## src/rtl/apu_pkg.sv

```systemverilog
// Shared APU definitions: frame-counter register address, modes and per-step
// quarter/half-frame decode masks.
package apu_pkg;

  typedef enum logic {
    FRAME_MODE_4STEP = 1'b0,
    FRAME_MODE_5STEP = 1'b1
  } frame_mode_e;

  typedef struct packed {
    frame_mode_e mode;
    logic        inhibit;
  } frame_cfg_t;

  localparam logic [15:0] APU_REG_FRAME             = 16'h4017;
  localparam int unsigned FRAME_STEP_CYCLES_DEFAULT = 7457;

  // Bit i set means step completion i+1 emits the pulse.
  localparam logic [4:0] FRAME_QF_MASK_4STEP = 5'b01111;
  localparam logic [4:0] FRAME_HF_MASK_4STEP = 5'b01010;
  localparam logic [4:0] FRAME_QF_MASK_5STEP = 5'b10111;
  localparam logic [4:0] FRAME_HF_MASK_5STEP = 5'b10010;

  // Takes $4017 bits [7:6]; bits [5:0] carry nothing for the frame counter.
  function automatic frame_cfg_t decode_frame_wr(input logic [1:0] hi_bits);
    frame_cfg_t cfg;
    cfg.mode    = frame_mode_e'(hi_bits[1]);
    cfg.inhibit = hi_bits[0];
    return cfg;
  endfunction

endpackage

```

## src/rtl/apu_step_timer.sv

```systemverilog
// Modulo-STEP_CYCLES step timer with enable and synchronous clear; tc marks
// the enabled cycle on which the count wraps.
module apu_step_timer #(
  parameter  int unsigned STEP_CYCLES = 7457,
  localparam int unsigned CNT_W       = $clog2(STEP_CYCLES)
) (
  input  logic clk,
  input  logic reset,
  input  logic en,
  input  logic clr,
  output logic tc
);

  localparam logic [CNT_W-1:0] LAST = CNT_W'(STEP_CYCLES - 1);

  logic [CNT_W-1:0] cnt;

  assign tc = en && (cnt == LAST);

  always_ff @(posedge clk or negedge reset) begin
    if (!reset)         cnt <= '0;
    else if (clr)       cnt <= '0;
    else if (en) begin
      if (cnt == LAST)  cnt <= '0;
      else              cnt <= cnt + 1'b1;
    end
  end

endmodule

```

## src/rtl/apu_frame_counter.sv

```systemverilog
// APU frame sequencer: 4/5-step quarter/half-frame pulse generation, $4017
// programming and frame IRQ.
module apu_frame_counter
  import apu_pkg::*;
#(
  parameter int unsigned STEP_CYCLES = FRAME_STEP_CYCLES_DEFAULT
) (
  input  logic       clk,
  input  logic       reset,
  input  logic       cycle_en,
  input  logic       wr_en,
  input  logic [7:0] wr_data,
  input  logic       irq_ack,
  output logic       quarter_frame,
  output logic       half_frame,
  output logic       frame_irq,
  output logic [2:0] step
);

  frame_mode_e mode;
  logic        inhibit;
  logic        tc;
  frame_cfg_t  cfg;
  logic [4:0]  qf_mask, hf_mask;
  logic        last_step, irq_set;
  logic        unused_wr_bits;

  assign cfg            = decode_frame_wr(wr_data[7:6]);
  assign unused_wr_bits = ^wr_data[5:0];

  // A write restarts the timer; clr also swallows a coincident terminal count.
  apu_step_timer #(.STEP_CYCLES(STEP_CYCLES)) u_timer (
    .clk   (clk),
    .reset (reset),
    .en    (cycle_en),
    .clr   (wr_en),
    .tc    (tc)
  );

  always_comb begin
    qf_mask   = FRAME_QF_MASK_4STEP;
    hf_mask   = FRAME_HF_MASK_4STEP;
    last_step = (step == 3'd3);
    if (mode == FRAME_MODE_5STEP) begin
      qf_mask   = FRAME_QF_MASK_5STEP;
      hf_mask   = FRAME_HF_MASK_5STEP;
      last_step = (step == 3'd4);
    end
    irq_set = tc && (mode == FRAME_MODE_4STEP) && (step == 3'd3) && !inhibit;
  end

  always_ff @(posedge clk or negedge reset) begin
    if (!reset) begin
      mode          <= FRAME_MODE_4STEP;
      inhibit       <= 1'b0;
      step          <= '0;
      quarter_frame <= 1'b0;
      half_frame    <= 1'b0;
      frame_irq     <= 1'b0;
    end else begin
      quarter_frame <= 1'b0;
      half_frame    <= 1'b0;
      if (wr_en) begin
        mode    <= cfg.mode;
        inhibit <= cfg.inhibit;
        step    <= '0;
        if (cfg.mode == FRAME_MODE_5STEP) begin
          quarter_frame <= 1'b1;
          half_frame    <= 1'b1;
        end
        if (cfg.inhibit || irq_ack) frame_irq <= 1'b0;
      end else begin
        if (tc) begin
          quarter_frame <= qf_mask[step];
          half_frame    <= hf_mask[step];
          step          <= last_step ? 3'd0 : step + 3'd1;
        end
        if (irq_set)      frame_irq <= 1'b1;
        else if (irq_ack) frame_irq <= 1'b0;
      end
    end
  end

endmodule

```

## config.mk

```make
export PLATFORM = sky130hd
export DESIGN_NAME = apu_frame_counter
export DESIGN_NICKNAME = d
export VERILOG_FILES = /design/src/rtl/apu_pkg.sv /design/src/rtl/apu_step_timer.sv /design/src/rtl/apu_frame_counter.sv
export SDC_FILE = /design/constraint.sdc
export NUM_CORES = 1
export LEC_CHECK = 0
export CORE_ASPECT_RATIO = 1.75
export CORE_MARGIN = 2
export CORE_UTILIZATION = 47
export DETAILED_ROUTE_END_ITERATION = 12
export PLACE_DENSITY = 0.68
export SLEW_MARGIN = 20
export SYNTH_ARGS = -nofsm -noshare
export SYNTH_HDL_FRONTEND = slang
export SYNTH_SLANG_ARGS = --single-unit
```

## constraint.sdc

```tcl
create_clock -name clk -period 2.7 [get_ports clk]
set_clock_uncertainty 0.15 [all_clocks]
set_input_delay 0.675 -clock clk [delete_from_list [all_inputs] [get_ports clk]]
set_output_delay 0.675 -clock clk [all_outputs]
set_load 0.005 [all_outputs]
```

## Word-level counts from Yosys, hierarchy flattened

Index checks and enable logic that the tools add are counted.

- Flip-flop bits (word level): 21
- Input bits: 13
- Output and inout port bits: 6
- Logic and storage cells: 47

- $add $sub $neg: 2
- $lt $le $gt $ge: 1
- Eq/ne operators: 4
- Multiplexer cells: 22
- Bitwise operators: 1
- Reduce and logical (&&, ||, !) cells: 10

Operator list:

| kind | number |
|---|---|
| $mux W13 | 3 |
| $add A13 B1 Y13 const B | 1 |
| $eq A13 B13 Y1 const B | 1 |
| $mux W1 | 12 |
| $mux W5 | 2 |
| $mux W3 | 3 |
| $bmux W1 S3 | 2 |
| $logic_and A1 B1 Y1 | 4 |
| $lt A3 B4 Y1 const B | 1 |
| $reduce_bool A2 Y1 | 2 |
| $add A3 B1 Y3 const B | 1 |
| $eq A3 B2 Y1 const B | 1 |
| $eq A3 B3 Y1 const B | 1 |
| $reduce_bool A3 Y1 | 1 |
| $ne A2 B1 Y1 const B | 1 |
| $reduce_and A2 Y1 | 1 |
| $logic_not A1 Y1 | 1 |
| $logic_or A1 B1 Y1 | 1 |
| $not A1 Y1 | 1 |

## Depth between registers and ports, before layout

Gate-level depths: netlist of run 1.

- Depth in word-level cells: 7
- Mapped depth: 7
- Gate-level depth less buffers: 6

## Cells and area by module

A second synthesis of run 1 with hierarchy kept.

- Cell total of the unflattened synthesis: 122
- Area, all modules: 1196.1 µm²

By module, submodules not included:

| module | instances | cells each | area an instance (µm²) | seq. area each (µm²) |
|---|---|---|---|---|
| apu_step_timer | 1 | 81 | 783.3 | 325.3 |
| apu_frame_counter | 1 | 41 | 412.9 | 200.2 |

## Worst setup path after synthesis of run 1

OpenSTA, ideal clock, no wires.

- Path kind: register -> register
- Start: register step[0]
- End: register step[0]
- Library setup time: 0.083 ns
- Data arrival time: 1.566 ns
- Required time: 2.467 ns
- Path slack: 0.901 ns
- Stages on the path, launching flop included: 7
- Path buffers: 0
- Period minus slack after synthesis: 1.799 ns
- Path through: dfrtp_1 -> ha_1 -> ha_1 -> nor2b_1 -> a311o_1 -> or3_1 -> o21ai_0

- Cells in the longest elaborated chain, start to end: 5
- Elaborated cells on any way between the ends: 7
- Those cells by class: add/sub: 1; eq/ne: 2; mux: 4

Ends and longest elaborated chain:

| item | RTL line | source |
|---|---|---|
| start: declaration | apu_frame_counter.sv:17 | `output logic [2:0] step` |
| start signal: assignment | apu_frame_counter.sv:76 | `step <= last_step ? 3'd0 : step + 3'd1;` |
| branches (longest 2 deep; another with $add A3 B1 Y3) | - |  |
| $mux W3 * | apu_frame_counter.sv:76 |  |
| $mux W3 * | apu_frame_counter.sv:73 | `if (tc) begin` |
| $mux W3 * | apu_frame_counter.sv:63 | `if (wr_en) begin` |

Mark *: on every way between the ends. The select of a mux whose other input is x is not followed.
A chain may end at the register's enable or synchronous reset.

## Worst setup path in the final report of run 1

- Start: register step[2]
- End: output step[2]

No word-level cell between the ends.

==> summary.md, run 1 <==
| Metric | Value |
|---|---|
| Cts-stage hold buffer count | `0` |
| Slew Viols, Final | `0` |
| Fmax | `468 MHz` |
| Ant diodes | `0` |
| CTS clk-pin slew, worst paths | `~0.070 ns` |
| Register bit total from synthesis | `21` |
| FP Rows | `24` |
| Delay-heaviest family, CP | `buffers and inverters` |
| Synth area leaders | `dfrtp_1 44%, ha_1 5.2%, nor2_1 4.7%` |
| Ports | `19` |
| Nets | `approximately 160` |
| Global Route Usage Sum | `0.181` |
| Crit. Startpoint | `step[2]` |
| Number of synthesized flops with an enable pin | `0` |
| Post-synth top area share | `0.437` |
| Fin crit period | `2.14 ns` |
| Antenna-violating nets left | `0` |
| P&R area growth vs syn | `15.6%` |
| CP Data Arrival Time | `roughly 1.3 ns` |
| Top routing layer used | `met4` |
| CP Max Fanout | `9` |
| Hold_sp | `inhibit` |
| First-pass GRT wire length | `4140 um` |
| Slew @ Worst Pin | `roughly 0.40 ns` |
| Critical path type | `flop to output port` |
| Worst hold-check path type | `flop to flop` |
| Die width | `around 42 um` |
| 1st-iter DRT viols | `31` |
| Post-Syn Instances | `roughly 120` |
| Fin crit share | `0.792` |
| Setup repair after global routing missed its margin | `false` |
| Slowest CP cell | `clkdlybuf4s50_1` |
| CTS max path bufs | `2` |
| Worst vdd ir | `approximately 0.36 mV` |
| Worst EP required | `roughly 1.9 ns` |
| Final Non-Filler Cells | `163` |
| Clock sinks | `21` |
| Status | `finished, final reports clean` |
| Vias in the first global route | `roughly 930` |
| Via count | `920` |
| Fin. Hold Viols | `0` |
| I/O Buffers | `12` |
| Htree depth | `1` |
| WL met3 | `approximately 53 um` |
| Setup bufs post-CTS | `0` |
| Routed WL per cell | `~15 um` |
| Fraction of synthesis flops using an asynchronous set or reset pin | `1.00` |
| Distinct cells, synth | `38` |
| WP buf/inv | `1` |
| DP HPWL | `between 1500 and 2000 um` |
| Placed cell count | `roughly 160` |
| Critical path endpoint category | `output port` |
| Leak Pwr | `around 0.00058 uW` |
| Routability cong. | `roughly 0.8` |
| Setup Total Neg Slack | `0 ns` |
| Crit-path cells | `clkdlybuf4s50_1` |
| Ys Warns | `0` |
| Avg Inst Size Synth | `about 9.8 sq um` |
| WL final | `~2400 um` |
| Area leader, netlist | `dfrtp_1` |
| Post-cts sizing count | `0` |
| Synth top cells by count | `21 x dfrtp_1, 15 x nor2_1, 11 x nand2_1` |
| Final setup viols | `0` |
| Core area | `roughly 2500 sq um` |
| DRC errors left | `0` |
| Num CTS Buffers | `3` |
| Pin count of the biggest net entering global routing | `22` |
| Die Area | `roughly 3000 sq um` |
| CTS tree | `built` |
| Slew HR | `0.732` |
| First drt pass iteration count | `4` |
| Max_cap viols | `0` |
| CP max stage delay | `0.56 ns` |
| Met2 WL | `~1300 um` |
| Root Driver | `clkbuf_8` |
| Share of layout cells above drive strength 1 | `0.0803` |
| Top-count cell post-synth | `dfrtp_1` |
| DIE HEIGHT | `70.9 um` |
| Dominant synthesized flop cell | `dfrtp_1` |
| Type of element launching the critical path | `flop` |
| Initial core utilization | `0.489` |
| Power per Cell Area | `422 nW/um^2` |
| Worst r2r src | `step[0]` |
| Fin util | `0.565` |
| Net count after synthesis | `141` |
| Via/cell ratio | `5.64` |
| Sequential-to-total area share from yosys stat | `0.437` |
| Clk_lat worst skew | `0.26 ns` |
| DRT met1 WL | `about 1000 um` |
| Total power | `between 500 and 600 uW` |
| Grt total ovfl | `0` |
| Initial antenna violation count | `0` |
| Cell area after synthesis | `roughly 1200 sq um` |
kinds of logic after synthesis:
| family | after synthesis | share of synthesized area |
|---|---|---|
| and+or+nand+nor | 53 | 0.263 |
| AOI/OAI and AO/OA | 19 | 0.111 |
| adders and majority gates | 5 | 0.0520 |
| muxes | 1 | 0.00935 |
| buffers and inverters | 14 | 0.0551 |
| xor gates and xnor gates | 10 | 0.0728 |
| DFF | 21 | 0.437 |
where the power goes:
group	switching (uW)	leakage [uW]	internal, uW
logic	25.4	0.000269	22.8
clock network	105	0.0000228	105
registers	7.21	0.000286	321
total	137	0.000577	450
through the flow:
stage | hold WS (ns) | setup slack [ns] | cell area [sq um]
global route | 0.375 | 0.507 | 1390
global placement | 0.343 | 0.369 | 1350
finish | 0.368 | 0.561 | 1390
floorplan | 0.229 | 0.901 | 1200
detailed placement | 0.354 | 0.353 | 1350
CTS | 0.371 | 0.555 | 1390
path summary, 6_finish.rpt:
check / cells after the start / to / slack [ns]
max: 1 / step[2] / 0.56
min: 1 / inhibit / 0.37
max reg2reg: 6 / step[0] / 0.81
min reg2reg: 1 / inhibit / 0.37
max in group asynchronous: 2 / u_timer.cnt[9] / 1.58
min in group asynchronous: 2 / u_timer.cnt[11] / 0.60
state kept, by name, indices dropped and copies added, names as in the netlist:
name	flops
frame_irq	1
half_frame	1
mode	1
step	3
u_timer.cnt	13
quarter_frame	1
inhibit	1
routing by layer:
layer / vias to the layer above / GRT usage
met4: 0 / 0.0833
met2: 18 / 0.328
met1: 440 / 0.205
met5: - / 0
met3: 4 / 0.0230
li1: 458 / -
layout make-up:
type,count,area [sq um]
clock buffer,4,45.0
fill,219,1070
sequential,21,526
inverter,9,33.8
multi-input combinational,88,612
tap,26,32.5
timing repair buffer,15,143
layout by cell type, fill, tap and decap left out, drive strengths merged, types with 5 or more instances in the layout:
cell type / Yosys / routed
nor2: 15 / 15
clkdlybuf4s50: 0 / 12
ha: 5 / 5
nand2: 11 / 11
xnor2: 5 / 5
dfrtp: 21 / 21
nand3b: 5 / 5
inv: 9 / 9
o21ai: 5 / 5
xor2: 5 / 5
(Power assumes the default switching activity.)
==> run 2: changes to the inputs <==
PLACE_DENSITY = 0.71   (was 0.68)
clock period = 1.9 ns   (was 2.7 ns; I/O delays follow)
==> summary.md, run 2 (same netlist as run 1, synthesis figures left out) <==
| Metric | Value |
|---|---|
| FP Rows | `24 (unchanged)` |
| Pre-CTS worst setup slack | `-0.151 ns (-0.503 ns)` |
| Routability cong. | `0.783 (-1.9%)` |
| Clock sinks | `21 (unchanged)` |
| Antenna-violating nets left | `0 (unchanged)` |
| CP Max Fanout | `4 (-5)` |
| Fin. Hold Viols | `0 (unchanged)` |
| Power per Cell Area | `558 nW/um^2 (+32%)` |
| Slew @ Worst Pin | `0.303 ns (-0.0999 ns)` |
| Pin count of the biggest net entering global routing | `22 (unchanged)` |
| DRC errors left | `0 (unchanged)` |
| Final setup viols | `0 (unchanged)` |
| Vias in the first global route | `1087 (+17%)` |
| Root Driver | `clkbuf_8` |
| First drt pass iteration count | `4 (unchanged)` |
| Core area | `2460 sq um (unchanged)` |
| Worst hold-check path type | `flop to flop` |
| DIE HEIGHT | `70.9 um (unchanged)` |
| DP HPWL | `1920 um (+5.8%)` |
| CP Data Arrival Time | `1.85 ns (+0.54 ns)` |
| Share of layout cells above drive strength 1 | `0.162 (+0.0819)` |
| CTS tree | `built` |
| Ports | `19 (unchanged)` |
| Fmax | `between 500 and 600 MHz` |
| Slew Viols, Final | `0 (unchanged)` |
| Initial core utilization | `0.489 (unchanged)` |
| First-pass GRT wire length | `4750 um (+15%)` |
| Via count | `979 (+6.4%)` |
| CTS max path bufs | `2 (unchanged)` |
| Worst vdd ir | `0.339 mV (-6.0%)` |
| Die Area | `3000 sq um (unchanged)` |
| Fillers | `212 (-3.2%)` |
| Critical path type | `flop to flop` |
| Worst Setup Slack, final | `0.0853 ns (-0.476 ns)` |
| Fin crit share | `0.955` |
| Most common cell after layout, fill and taps aside | `dfrtp_1` |
| Sequential cell area | `527 sq um (+0.24%)` |
| Type of element launching the critical path | `flop` |
| Htree depth | `1 (unchanged)` |
| Nets | `167 (+7.1%)` |
| Slew HR | `0.796 (+0.0640)` |
| Die width | `42.3 um (unchanged)` |
| Ant diodes | `0 (unchanged)` |
| P&R area growth vs syn | `24.5%` |
| Area occupied by multi-input gates | `614 sq um (+0.41%)` |
| Grt total ovfl | `0 (unchanged)` |
| Clk_lat worst skew | `0.26 ns (about the same)` |
| Status | `finished, final reports clean` |
| WL final | `2490 um (+2.8%)` |
| Largest register by flop count | `u_timer.cnt` |
| Fin crit period | `about 1.8 ns` |
| Critical path endpoint category | `flop` |
| CTS clk-pin slew, worst paths | `0.07 ns (about the same)` |
| Most frequent cells in the layout | `20 x dfrtp_1, 15 x nor2_1, 12 x buf_4` |
| Global Route Usage Sum | `0.199 (+0.0183)` |
| Routed WL per cell | `14.3 um (-3.7%)` |
| Setup repair after global routing missed its margin | `false` |
| Num CTS Buffers | `3 (unchanged)` |
| 1st-iter DRT viols | `19 (-39%)` |
| Leak Pwr | `0.000659 uW (+14%)` |
| Max FFs per register | `13 (unchanged)` |
| Max_cap viols | `0 (unchanged)` |
| Worst EP required | `1.94 ns (+0.06 ns)` |
| Setup Total Neg Slack | `0 ns (unchanged)` |
| I/O Buffers | `12 (unchanged)` |
| Via/cell ratio | `5.63 (-0.31%)` |
| Regs by FF count | `u_timer.cnt: 13 flops, step: 3 flops` |
| Initial antenna violation count | `0 (unchanged)` |
run 2: cell count changes in the layout (fill, tap and decap cells not counted):
| cell | before | now |
|---|---|---|
| buf_4 | 3 | 12 |
| clkdlybuf4s50_1 | 12 | 10 |
| dlymetal6s2s_1 | 0 | 2 |
| buf_12 | 0 | 1 |
| buf_6 | 0 | 1 |
| dfrtp_1 | 21 | 20 |
| dfrtp_2 | 0 | 1 |
| ha_1 | 5 | 4 |
| ha_2 | 0 | 1 |
| o21ai_0 | 5 | 4 |
| o21ai_1 | 0 | 1 |
run 2: stage by stage:
stage	util	hold WS (ns)	cell area (sq um)	power [uW]	instances
global route	0.609	0.408	1500	869	174
global placement	0.579	0.343	1430	554	168
detailed placement	0.579	0.369	1430	558	168
finish	0.609	0.383	1500	837	174
CTS	0.603	0.385	1480	849	173
floorplan	-	0.0294	1200	509	123
run 2: layer usage:
| layer | part of all wire | track usage |
|---|---|---|
| met5 | 0 | 0 |
| met4 | 0.011 | 0.0625 |
| met3 | 0.016 | 0.0102 |
| met2 | 0.59 | 0.383 |
| met1 | 0.38 | 0.228 |
run 2: repair_timing:
action	4_1_cts	5_1_grt
endpoints found under the hold margin	0	0
endpoints found under the setup margin	2	4
hold buffers	0	0
buffers inserted	1	1
gates resized for setup	2	4
run 2: area by class of cell:
type | count | area share
Tap cell | 26 | 0.0217
Multi-Input combinational cell | 88 | 0.410
Inverter | 9 | 0.0225
Timing Repair Buffer | 26 | 0.164
Clock buffer | 4 | 0.0301
Sequential cell | 21 | 0.351
run 2: power by group:
group          switching (uW)  internal [uW]
registers                11.1            457
logic                    37.6           41.3
clock network             141            149
run 2: worst paths after layout:
kind | end | slack (ns) | startpoint | cells after the start
hold reg to reg | inhibit | 0.38 | inhibit | 1
setup / recovery | step[0] | 0.09 | step[1] | 6
max in group asynchronous | step[2] | 0.95 | reset | 2
hold / removal | inhibit | 0.38 | inhibit | 1
setup reg to reg | step[0] | 0.09 | step[1] | 6
min in group asynchronous | u_timer.cnt[3] | 0.41 | reset | 2
run 2: worst max-delay path, stage by stage, from the launching register on:
cell and delay (ns):
dfrtp_1 0.42, ha_2 0.19, ha_1 0.17, nor2b_1 0.14, a311o_1 0.30, or3_1 0.30
o21ai_1 0.08
==> run 3: changes to the inputs <==
CORE_UTILIZATION = 30   (was 47)
HOLD_SLACK_MARGIN = 0.03   (was default)
PLACE_DENSITY = 0.48   (was 0.71)
==> summary.md, run 3 (same netlist as run 1, synthesis figures left out) <==
| Metric | Value |
|---|---|
| Ant diodes | `0 (unchanged)` |
| CP Max Fanout | `5 (+1)` |
| Via/cell ratio | `5.00 (-11%)` |
| Fin. Hold Viols | `0 (unchanged)` |
| Max_cap viols | `0 (unchanged)` |
| Max FFs per register | `13 (unchanged)` |
| CP max stage delay | `0.61 ns (+0.19 ns)` |
| Type of element launching the critical path | `input port` |
| P&R area growth vs syn | `26.3%` |
| Slew HR | `0.796 (about the same)` |
| Antenna-violating nets left | `0 (unchanged)` |
| Fillers | `391 (+84%)` |
| Worst EP required | `1.90 ns (-0.04 ns)` |
| Num CTS Buffers | `3 (unchanged)` |
| Fin crit period | `1.80 ns (-0.0114 ns)` |
| Initial core utilization | `0.311 (-0.177)` |
| Setup Total Neg Slack | `0 ns (unchanged)` |
| Fmax | `555 MHz (+0.63%)` |
| Most Crowded Layer GR | `met2` |
| Total power | `849 uW (+1.4%)` |
| Area occupied by multi-input gates | `612 sq um (-0.41%)` |
| FP Rows | `30 (+25%)` |
| First drt pass iteration count | `4 (unchanged)` |
| Critical path type | `input port to flop` |
| Power per Cell Area | `558 nW/um^2 (about the same)` |
| Slowest CP cell | `clkdlybuf4s50_1` |
| GR Util met2 | `0.237 (-0.146)` |
| Slew Viols, Final | `0 (unchanged)` |
| CTS tree | `built` |
| CTS max path bufs | `2 (unchanged)` |
| Fin crit share | `0.949 (-0.00602)` |
| Clk_lat worst skew | `0.26 ns (about the same)` |
| Critical path endpoint category | `flop` |
| Ports | `19 (unchanged)` |
| Slew @ Worst Pin | `0.306 ns (+0.00354 ns)` |
| Most frequent cells in the layout | `21 x dfrtp_1, 15 x nor2_1, 12 x buf_4` |
| Share of layout cells above drive strength 1 | `0.149 (-0.0135)` |
| DP HPWL | `2080 um (+8.0%)` |
| Crit-path cells | `clkdlybuf4s50_1, o2111ai_2, nor3_1, xnor2_1, nor2_1` |
| Die Area | `4550 sq um (+52%)` |
| Core area | `3870 sq um (+57%)` |
| Global Route Usage Sum | `0.134 (-0.0655)` |
| Setup bufs post-CTS | `0 (-1)` |
| WL final | `2690 um (+8.2%)` |
| Routed WL per cell | `13.7 um (-3.9%)` |
| First-pass GRT wire length | `4600 um (-3.3%)` |
| I/O Buffers | `12 (unchanged)` |
| Regs by FF count | `u_timer.cnt: 13 flops, step: 3 flops` |
| Nets | `167 (unchanged)` |
| Grt met1 use | `0.148 (-0.0799)` |
| Worst Setup Slack, final | `0.0967 ns (+0.0114 ns)` |
| Worst hold-check path type | `flop to flop` |
| CP Data Arrival Time | `1.80 ns (-0.05 ns)` |
| Design area | `1520 sq um (+1.4%)` |
| Pin count of the biggest net entering global routing | `22 (unchanged)` |
| Die width | `51.9 um (+23%)` |
| Clock sinks | `21 (unchanged)` |
| Most common cell after layout, fill and taps aside | `dfrtp_1` |
| Grt total ovfl | `0 (unchanged)` |
| Met3 Use GR | `0.0290 (+0.0188)` |
| Htree depth | `1 (unchanged)` |
| Routability cong. | `0.814 (+3.9%)` |
| CTS clk-pin slew, worst paths | `0.07 ns (about the same)` |
| Initial antenna violation count | `0 (unchanged)` |
| 1st-iter DRT viols | `13 (-6)` |
| Leak Pwr | `0.000654 uW (-0.75%)` |
| Pre-CTS worst setup slack | `-0.218 ns (-0.0674 ns)` |
| Via count | `980 (+0.10%)` |
| Area post-placement | `1470 sq um (+3.0%)` |
| Root Driver | `clkbuf_8` |
| Worst vdd ir | `0.445 mV (+31%)` |
| Sequential cell area | `526 sq um (-0.24%)` |
| Largest register by flop count | `u_timer.cnt` |
| DIE HEIGHT | `87.8 um (+24%)` |
| DRC errors left | `0 (unchanged)` |
| Setup repair after global routing missed its margin | `false` |
| Status | `finished, final reports clean` |
| Final setup viols | `0 (unchanged)` |
| Vias in the first global route | `1015 (-6.6%)` |
## run 3: changes by cell type in the layout (fill, tap and decap cells not counted)
cell,delta
clkdlybuf4s50_1,+1
dfrtp_2,-1
ha_2,-1
dlymetal6s2s_1,-1
ha_1,+1
dfrtp_1,+1
## run 3: power by group
group / switching (uW) / leakage [uW] / internal, uW / total, uW
Clock: 151 / 0.0000228 / 150 / 300
Sequential: 10.6 / 0.000286 / 457 / 467
Combinational: 38.3 / 0.000345 / 42.6 / 80.9
## run 3: layer usage
layer / up-vias / wire length [um]
met5: - / 0
li1: 482 / -
met2: 14 / 1530
met1: 478 / 1050
met3: 6 / 74
met4: 0 / 45
## run 3: final cells by class
class,count,area share
inverters,9,0.0222
well taps,48,0.0395
multi-input cells,88,0.402
repair buffers,26,0.160
flip-flops and latches,21,0.346
clock buffers,4,0.0296
## run 3: worst max-delay path, delay by kind of cell
kind / cells / cell delay [ns]
simple gates: 2 / 0.35
xor+xnor: 1 / 0.15
compound gates: 1 / 0.21
buf+inv: 1 / 0.61
## run 3: final timing paths
kind | start | to | slack, ns | depth (start not counted)
worst min-delay path | inhibit | inhibit | 0.38 | 1
worst min register to register | inhibit | inhibit | 0.38 | 1
worst max register to register | step[0] | step[0] | 0.1 | 6
worst max-delay path | wr_en | u_timer.cnt[9] | 0.1 | 5
min in group asynchronous | reset | u_timer.cnt[12] | 0.41 | 2
max in group asynchronous | reset | step[2] | 0.96 | 2
## run 3: through the flow
stage | hold WS (ns) | std cells | util
3_3_place_gp | 0.345 | 192 | 0.380
6_report | 0.376 | 196 | 0.393
5_1_grt | 0.403 | 196 | 0.393
4_1_cts | 0.386 | 196 | 0.393
3_5_place_dp | 0.362 | 192 | 0.380
2_1_floorplan | 0.0294 | 123 | -
## run 3: timing repair
action                                  CTS  global route
pin swaps                                 0             0
endpoints found under the setup margin    1             2
gates resized for setup                   1             2
hold buffers                              0             0
endpoints found under the hold margin     0             0
